## src/rtl/vga_timing_decoder.sv

```systemverilog
// vga_timing_decoder: receive-side VGA timing monitor and mode lock.
// Define VGA_DEC_CRC_EN to add rgb input and a per-frame CRC-16 output.
module vga_timing_decoder #(
    parameter int H_ACTIVE     = 640,
    parameter int V_ACTIVE     = 480,
    parameter int H_TOTAL      = 800,
    parameter int V_TOTAL      = 525,
    parameter int SYNC_ACT_LOW = 1,
    parameter int LOCK_FRAMES  = 2
) (
    input  logic        clk,
    input  logic        reset,
    input  logic        hs,
    input  logic        vs,
    input  logic        blank_n,
`ifdef VGA_DEC_CRC_EN
    input  logic [23:0] rgb,
    output logic [15:0] frame_crc,
`endif
    output logic [9:0]  px_x,
    output logic [9:0]  px_y,
    output logic        px_valid,
    output logic        line_start,
    output logic        frame_start,
    output logic        locked,
    output logic        err_sticky,
    output logic [10:0] meas_h_total,
    output logic [10:0] meas_v_total
);

    localparam logic [10:0] HA = 11'(H_ACTIVE);
    localparam logic [10:0] VA = 11'(V_ACTIVE);
    localparam logic [10:0] HT = 11'(H_TOTAL);
    localparam logic [10:0] VT = 11'(V_TOTAL);
    localparam logic [3:0]  LF = 4'(LOCK_FRAMES);

    typedef enum logic [1:0] {
        ST_SEARCH,
        ST_ACQ,
        ST_LOCKED
    } state_t;

    function automatic logic [10:0] sat_inc(input logic [10:0] v);
        return (v == 11'h7FF) ? v : v + 11'd1;
    endfunction

    state_t      state_q, state_d;
    logic [3:0]  good_q, good_d, good_inc;
    logic        hs1_q, hs1_d, vs1_q, vs1_d, bl1_q, bl1_d;
    logic        hsp_q, hsp_d, vsp_q, vsp_d;
    logic        arm1_q, arm1_d, arm2_q, arm2_d;
    logic [10:0] hcnt_q, hcnt_d, vcnt_q, vcnt_d;
    logic [10:0] xcnt_q, xcnt_d, ycnt_q, ycnt_d;
    logic [10:0] meas_h_q, meas_h_d, meas_v_q, meas_v_d;
    logic [10:0] x_cur, y_cur;
    logic        line_act_q, line_act_d;
    logic [9:0]  px_x_q, px_x_d;
    logic        px_valid_q, px_valid_d;
    logic        line_start_q, line_start_d;
    logic        frame_start_q, frame_start_d;
    logic        locked_q, locked_d;
    logic        err_q, err_d;
    logic        hs_edge, vs_edge, in_range, excess;
    logic        h_bad, v_bad;

    // Input capture: normalise sync polarity and arm edge detect after reset
    always_comb begin
        hs1_d  = (SYNC_ACT_LOW != 0) ? ~hs : hs;
        vs1_d  = (SYNC_ACT_LOW != 0) ? ~vs : vs;
        bl1_d  = blank_n;
        hsp_d  = hs1_q;
        vsp_d  = vs1_q;
        arm1_d = 1'b1;
        arm2_d = arm1_q;
    end

    // Counters, measurements and pixel coordinates; VS handled before HS
    always_comb begin
        hs_edge  = hs1_q & ~hsp_q & arm2_q;
        vs_edge  = vs1_q & ~vsp_q & arm2_q;
        hcnt_d   = hs_edge ? 11'd0 : sat_inc(hcnt_q);
        meas_h_d = hs_edge ? sat_inc(hcnt_q) : meas_h_q;
        vcnt_d   = vcnt_q;
        if (vs_edge)
            vcnt_d = 11'd0;
        else if (hs_edge)
            vcnt_d = sat_inc(vcnt_q);
        meas_v_d = vs_edge ? vcnt_q : meas_v_q;
        x_cur    = hs_edge ? 11'd0 : xcnt_q;
        y_cur    = ycnt_q;
        if (vs_edge)
            y_cur = 11'd0;
        else if (hs_edge && line_act_q)
            y_cur = sat_inc(ycnt_q);
        xcnt_d     = bl1_q ? sat_inc(x_cur) : x_cur;
        ycnt_d     = y_cur;
        line_act_d = bl1_q | (~hs_edge & line_act_q);
        in_range   = (x_cur < HA) && (y_cur < VA);
        excess     = bl1_q & ~in_range;
        px_x_d     = px_x_q;
        if (bl1_q)
            px_x_d = x_cur[9:0];
        else if (hs_edge)
            px_x_d = 10'd0;
        px_valid_d    = bl1_q & locked_q & in_range;
        line_start_d  = hs_edge;
        frame_start_d = vs_edge;
        locked_d      = (state_q == ST_LOCKED);
    end

    // Lock FSM: acquire on matching frames, drop and flag on any mismatch
    always_comb begin
        state_d  = state_q;
        good_d   = good_q;
        err_d    = err_q;
        good_inc = good_q + 4'd1;
        h_bad    = hs_edge && (meas_h_d != HT);
        v_bad    = vs_edge && (vcnt_q != VT);
        unique case (state_q)
            ST_SEARCH: begin
                if (vs_edge) begin
                    state_d = ST_ACQ;
                    good_d  = 4'd0;
                end
            end
            ST_ACQ: begin
                if (vs_edge) begin
                    if (v_bad || (meas_h_d != HT)) begin
                        good_d = 4'd0;
                    end else if (good_inc >= LF) begin
                        state_d = ST_LOCKED;
                        good_d  = 4'd0;
                    end else begin
                        good_d = good_inc;
                    end
                end
            end
            ST_LOCKED: begin
                if (h_bad || v_bad || excess) begin
                    state_d = ST_SEARCH;
                    good_d  = 4'd0;
                    err_d   = 1'b1;
                end
            end
            default: state_d = ST_SEARCH;
        endcase
    end

    // State and pipeline registers
    always_ff @(posedge clk) begin
        if (reset) begin
            state_q       <= ST_SEARCH;
            good_q        <= 4'd0;
            hs1_q         <= 1'b0;
            vs1_q         <= 1'b0;
            bl1_q         <= 1'b0;
            hsp_q         <= 1'b0;
            vsp_q         <= 1'b0;
            arm1_q        <= 1'b0;
            arm2_q        <= 1'b0;
            hcnt_q        <= 11'd0;
            vcnt_q        <= 11'd0;
            xcnt_q        <= 11'd0;
            ycnt_q        <= 11'd0;
            meas_h_q      <= 11'd0;
            meas_v_q      <= 11'd0;
            line_act_q    <= 1'b0;
            px_x_q        <= 10'd0;
            px_valid_q    <= 1'b0;
            line_start_q  <= 1'b0;
            frame_start_q <= 1'b0;
            locked_q      <= 1'b0;
            err_q         <= 1'b0;
        end else begin
            state_q       <= state_d;
            good_q        <= good_d;
            hs1_q         <= hs1_d;
            vs1_q         <= vs1_d;
            bl1_q         <= bl1_d;
            hsp_q         <= hsp_d;
            vsp_q         <= vsp_d;
            arm1_q        <= arm1_d;
            arm2_q        <= arm2_d;
            hcnt_q        <= hcnt_d;
            vcnt_q        <= vcnt_d;
            xcnt_q        <= xcnt_d;
            ycnt_q        <= ycnt_d;
            meas_h_q      <= meas_h_d;
            meas_v_q      <= meas_v_d;
            line_act_q    <= line_act_d;
            px_x_q        <= px_x_d;
            px_valid_q    <= px_valid_d;
            line_start_q  <= line_start_d;
            frame_start_q <= frame_start_d;
            locked_q      <= locked_d;
            err_q         <= err_d;
        end
    end

    assign px_x         = px_x_q;
    assign px_y         = ycnt_q[9:0];
    assign px_valid     = px_valid_q;
    assign line_start   = line_start_q;
    assign frame_start  = frame_start_q;
    assign locked       = locked_q;
    assign err_sticky   = err_q;
    assign meas_h_total = meas_h_q;
    assign meas_v_total = meas_v_q;

`ifdef VGA_DEC_CRC_EN
    function automatic logic [15:0] crc24(input logic [15:0] c_in,
                                          input logic [23:0] d);
        logic [15:0] c;
        logic        fb;
        c = c_in;
        for (int i = 23; i >= 0; i--) begin
            fb = c[15] ^ d[i];
            c  = {c[14:0], 1'b0};
            if (fb)
                c = c ^ 16'h1021;
        end
        return c;
    endfunction

    logic [23:0] rgb1_q, rgb1_d;
    logic [15:0] crc_q, crc_d, crc_base;
    logic [15:0] fcrc_q, fcrc_d;

    // Running CRC over valid pixels, snapshotted and restarted at frame start
    always_comb begin
        rgb1_d   = rgb;
        crc_base = vs_edge ? 16'hFFFF : crc_q;
        crc_d    = px_valid_d ? crc24(crc_base, rgb1_q) : crc_base;
        fcrc_d   = vs_edge ? crc_q : fcrc_q;
    end

    // CRC registers
    always_ff @(posedge clk) begin
        if (reset) begin
            rgb1_q <= 24'd0;
            crc_q  <= 16'hFFFF;
            fcrc_q <= 16'h0000;
        end else begin
            rgb1_q <= rgb1_d;
            crc_q  <= crc_d;
            fcrc_q <= fcrc_d;
        end
    end

    assign frame_crc = fcrc_q;
`endif

endmodule
```

## config.mk

```make
export PLATFORM = sky130hd
export DESIGN_NAME = vga_timing_decoder
export DESIGN_NICKNAME = d
export VERILOG_FILES = /design/src/rtl/vga_timing_decoder.sv
export SDC_FILE = /design/constraint.sdc
export NUM_CORES = 1
export LEC_CHECK = 0
export CELL_PAD_IN_SITES_DETAIL_PLACEMENT = 1
export CELL_PAD_IN_SITES_GLOBAL_PLACEMENT = 2
export CORE_MARGIN = 2
export CORE_UTILIZATION = 36
export DETAILED_ROUTE_END_ITERATION = 10
export PLACE_DENSITY_LB_ADDON = 0.12
export SLEW_MARGIN = 15
export SYNTH_ARGS = -nofsm -noshare
export SYNTH_HDL_FRONTEND = slang
export SYNTH_SLANG_ARGS = --single-unit
```

## constraint.sdc

```tcl
create_clock -name clk -period 4.96 [get_ports clk]
set_input_delay 0.992 -clock clk [delete_from_list [all_inputs] [get_ports clk]]
set_output_delay 0.992 -clock clk [all_outputs]
set_load 0.05 [all_outputs]
```

==> reports/metrics.csv <==
metric;value;unit
global-route usage over all layers;0.1750;
DP Cell Count;657;
Cell variety after synth;67;
FP Rows;39;
final setup fails;0;
vias in the first global route;3631;
Post-Syn Area;4279;um2
WP buf/inv;3;
Inserted Clock Buffers;9;
synth top area cells;dfxtp_1 (44%), nor2_1 (6.0%), nand2_1 (5.4%);
Root Driver;clkbuf_16;
WHS;449.4;ps
worst path cell trace;clkdlybuf4s50_1 -> buf_4 -> inv_1 -> nand2_1 -> and3b_1;
Synth Warn #;0;
cells after synthesis;493;
Synth top area share;0.4444;
xor and xnor area share after synthesis;0.04503;
worst setup path start;reset;
vias;3513;
Worst Hold Class;register to register;
# DRC;3;
Synth Area in Simple Gates;0.2643;
global placer's final weighted congestion;0.7358;
Die Area;12770;um2
Ports;52;
leakage power;1.786;nW
largest net degree at the start of global routing;46;
total wire length;10610;um
Mapped Nets;505;
post-synthesis compound-gate area fraction;0.1313;
critical path required time;5200;ps
Initial DRC Count;129;
CP endpoint kind;register;
Critical-path top delay cell;nand2_1;
status;complete, but fails checks;
most numerous cell in the Yosys netlist;dfxtp_1;
IO buf count;51;
crit-path leading delay family;buffers and inverters;
Least-Margin Pin Slew;1049;ps
Post-DRT Antenna Nets;0;
Yosys reg bits;95;
ratio of final minimum period to clock period;0.5760;
largest family of logic cells by synthesized area;simple AND/OR/NAND/NOR gates;
detailed placement HPWL;7467;um
core area;11520;um2
critical path arrival;3100;ps
RSZ-0062 raised after global routing;no;
Setup TNS;0;ps
Layout Skew;4.071;ps
CTS HTree Levels;3;
CTS tree;done;
CP max FO;45;
post-synthesis sequential area ratio;0.4444;
1st-pass router iterations;7;
Final Max Slew Viols;0;
# hold bufs at CTS;0;
critical path class;primary input to register;
Max Cap Viol;0;
area leader, netlist;dfxtp_1;
Post-CTS Resized;0;
Post-CTS Setup Inserts;0;
Max Fclk;0.3500;GHz
layout cell share with drive strength beyond 1;0.07736;
Final nets;537;
Startpoint Class;primary input;
Hold Vio Cnt, Final;0;
CTS clk-pin slew, worst paths;70;ps
Starting Density;0.3716;
Clk Latency, worst-skew pair;340;ps
asr flop ratio synth;0;
reg2reg start;arm2_q$_SDFF_PP0_;
Synth Flop Type;dfxtp_1;
width of the die;113.0;um
vias per cell;5.220;
initial antenna violation count;0;
post-synthesis mux area share;0.03743;
total global routing overflow;0;
clk sinks;95;
Die Ht;113.0;um
Hold Startpoint;arm1_q$_DFF_P_;
Tmin final;2857;ps
syn avg cell area;8.680;um2
Slew HR;0.2983;
Post-Synth Adder-Cell Area;0.02047;
Post-synth top cells;dfxtp_1 (95), nor2_1 (68), nand2_1 (62), a21oi_1 (38), nand3_1 (19);
final cell count without fillers;673;
VDD IR max;0.0001756;V
Post-synth EDFFs;0;
global-route wire length before repair;18240;um
ANT cells;0;
pwr dens;305.7;nW/um2
Routed WL per cell;15.76;um
P&R area growth vs syn;19.12;%
CTS max path bufs;2;
fin util;0.4426;
CP peak stage delay;720;ps
failing checks;design-rule violations;
## per-stage QoR
stage | power, mW | setup slack (ps) | area, um2
finish | 1.558 | 2103 | 5097
global route | 1.624 | 1898 | 5097
CTS | 1.586 | 2040 | 5097
detailed placement | 0.8659 | 1670 | 4788
global placement | 0.8644 | 1765 | 4788
floorplan | 0.8450 | 2543 | 4279
## cell families after synthesis
logic type	Yosys count
buf+inv	45
compound gates	82
fa+ha+maj	7
flops	95
simple gates	226
xor+xnor	22
mux	16
## where the power goes
group / switching (mW) / total [mW] / leakage (nW) / internal [mW]
registers: 0.0113 / 0.783 / 0.768 / 0.772
clock network: 0.294 / 0.711 / 0.152 / 0.417
logic: 0.0424 / 0.0638 / 0.866 / 0.0214
total: 0.347 / 1.56 / 1.79 / 1.21
## cell type report
| type | instances | area (um2) |
|---|---|---|
| inverter | 13 | 48.80 |
| timing repair buffer | 53 | 525.5 |
| sequential | 95 | 1902 |
| clock inverter | 5 | 56.30 |
| clock buffer | 11 | 252.7 |
| fill | 1355 | 6419 |
| multi-input combinational | 353 | 2133 |
| tap | 143 | 178.9 |
## path summary, 6_finish.rpt
kind	to	slack, ps	cells after the start
min	arm2_q$_SDFF_PP0_	450	1
min reg2reg	arm2_q$_SDFF_PP0_	450	1
max	hcnt_q[6]$_SDFF_PP0_	2100	5
max reg2reg	good_q[0]$_SDFFE_PP0P_	2260	8
## registers in the layout (all words and copies together) (netlist names), 2 cells and up
signal and flops:
good_q 4, hcnt_q 11, meas_h_total 11, meas_v_total 11
px_x 10, state_q 2, vcnt_q 11, xcnt_q 11
ycnt_q 11
## metal layers
| metal | GRT usage | up-vias | wire, um |
|---|---|---|---|
| li1 | - | 1768 | - |
| met1 | 0.2431 | 1698 | 5395 |
| met2 | 0.2731 | 38 | 4839 |
| met3 | 0.03642 | 9 | 245 |
| met4 | 0.05610 | 0 | 128 |
| met5 | 0 | - | 0 |
## worst register-to-register path: stages, from the launching register on
cell and delay, ps:
dfxtp_1 400, nand2_1 90, nor2_1 790, a311o_1 270, o211ai_2 140, a211oi_1 390
a211oi_2 140, o21bai_4 220, mux2i_1 140
## layout by cell type (no fill, tap or decap), types with 3 or more instances in the layout
| cell type | Yosys | layout |
|---|---|---|
| nor2b_1 | 8 | 8 |
| nor2_1 | 68 | 68 |
| xnor2_1 | 8 | 8 |
| clkbuf_16 | 0 | 9 |
| a31oi_1 | 3 | 3 |
| nand3_1 | 19 | 19 |
| inv_1 | 13 | 13 |
| nor3_1 | 11 | 11 |
| and3_1 | 4 | 4 |
| xor2_1 | 14 | 14 |
| nand2_1 | 62 | 62 |
| and4_1 | 4 | 4 |
| and2_1 | 6 | 6 |
| nor4_1 | 5 | 5 |
| clkdlybuf4s50_1 | 0 | 51 |
| ha_1 | 7 | 7 |
| dfxtp_1 | 95 | 95 |
| a21oi_1 | 38 | 38 |
| a211oi_1 | 9 | 9 |
| nand4_1 | 15 | 15 |
| mux2i_1 | 16 | 16 |
| o21ai_0 | 8 | 8 |
(Power assumes the default switching activity.)
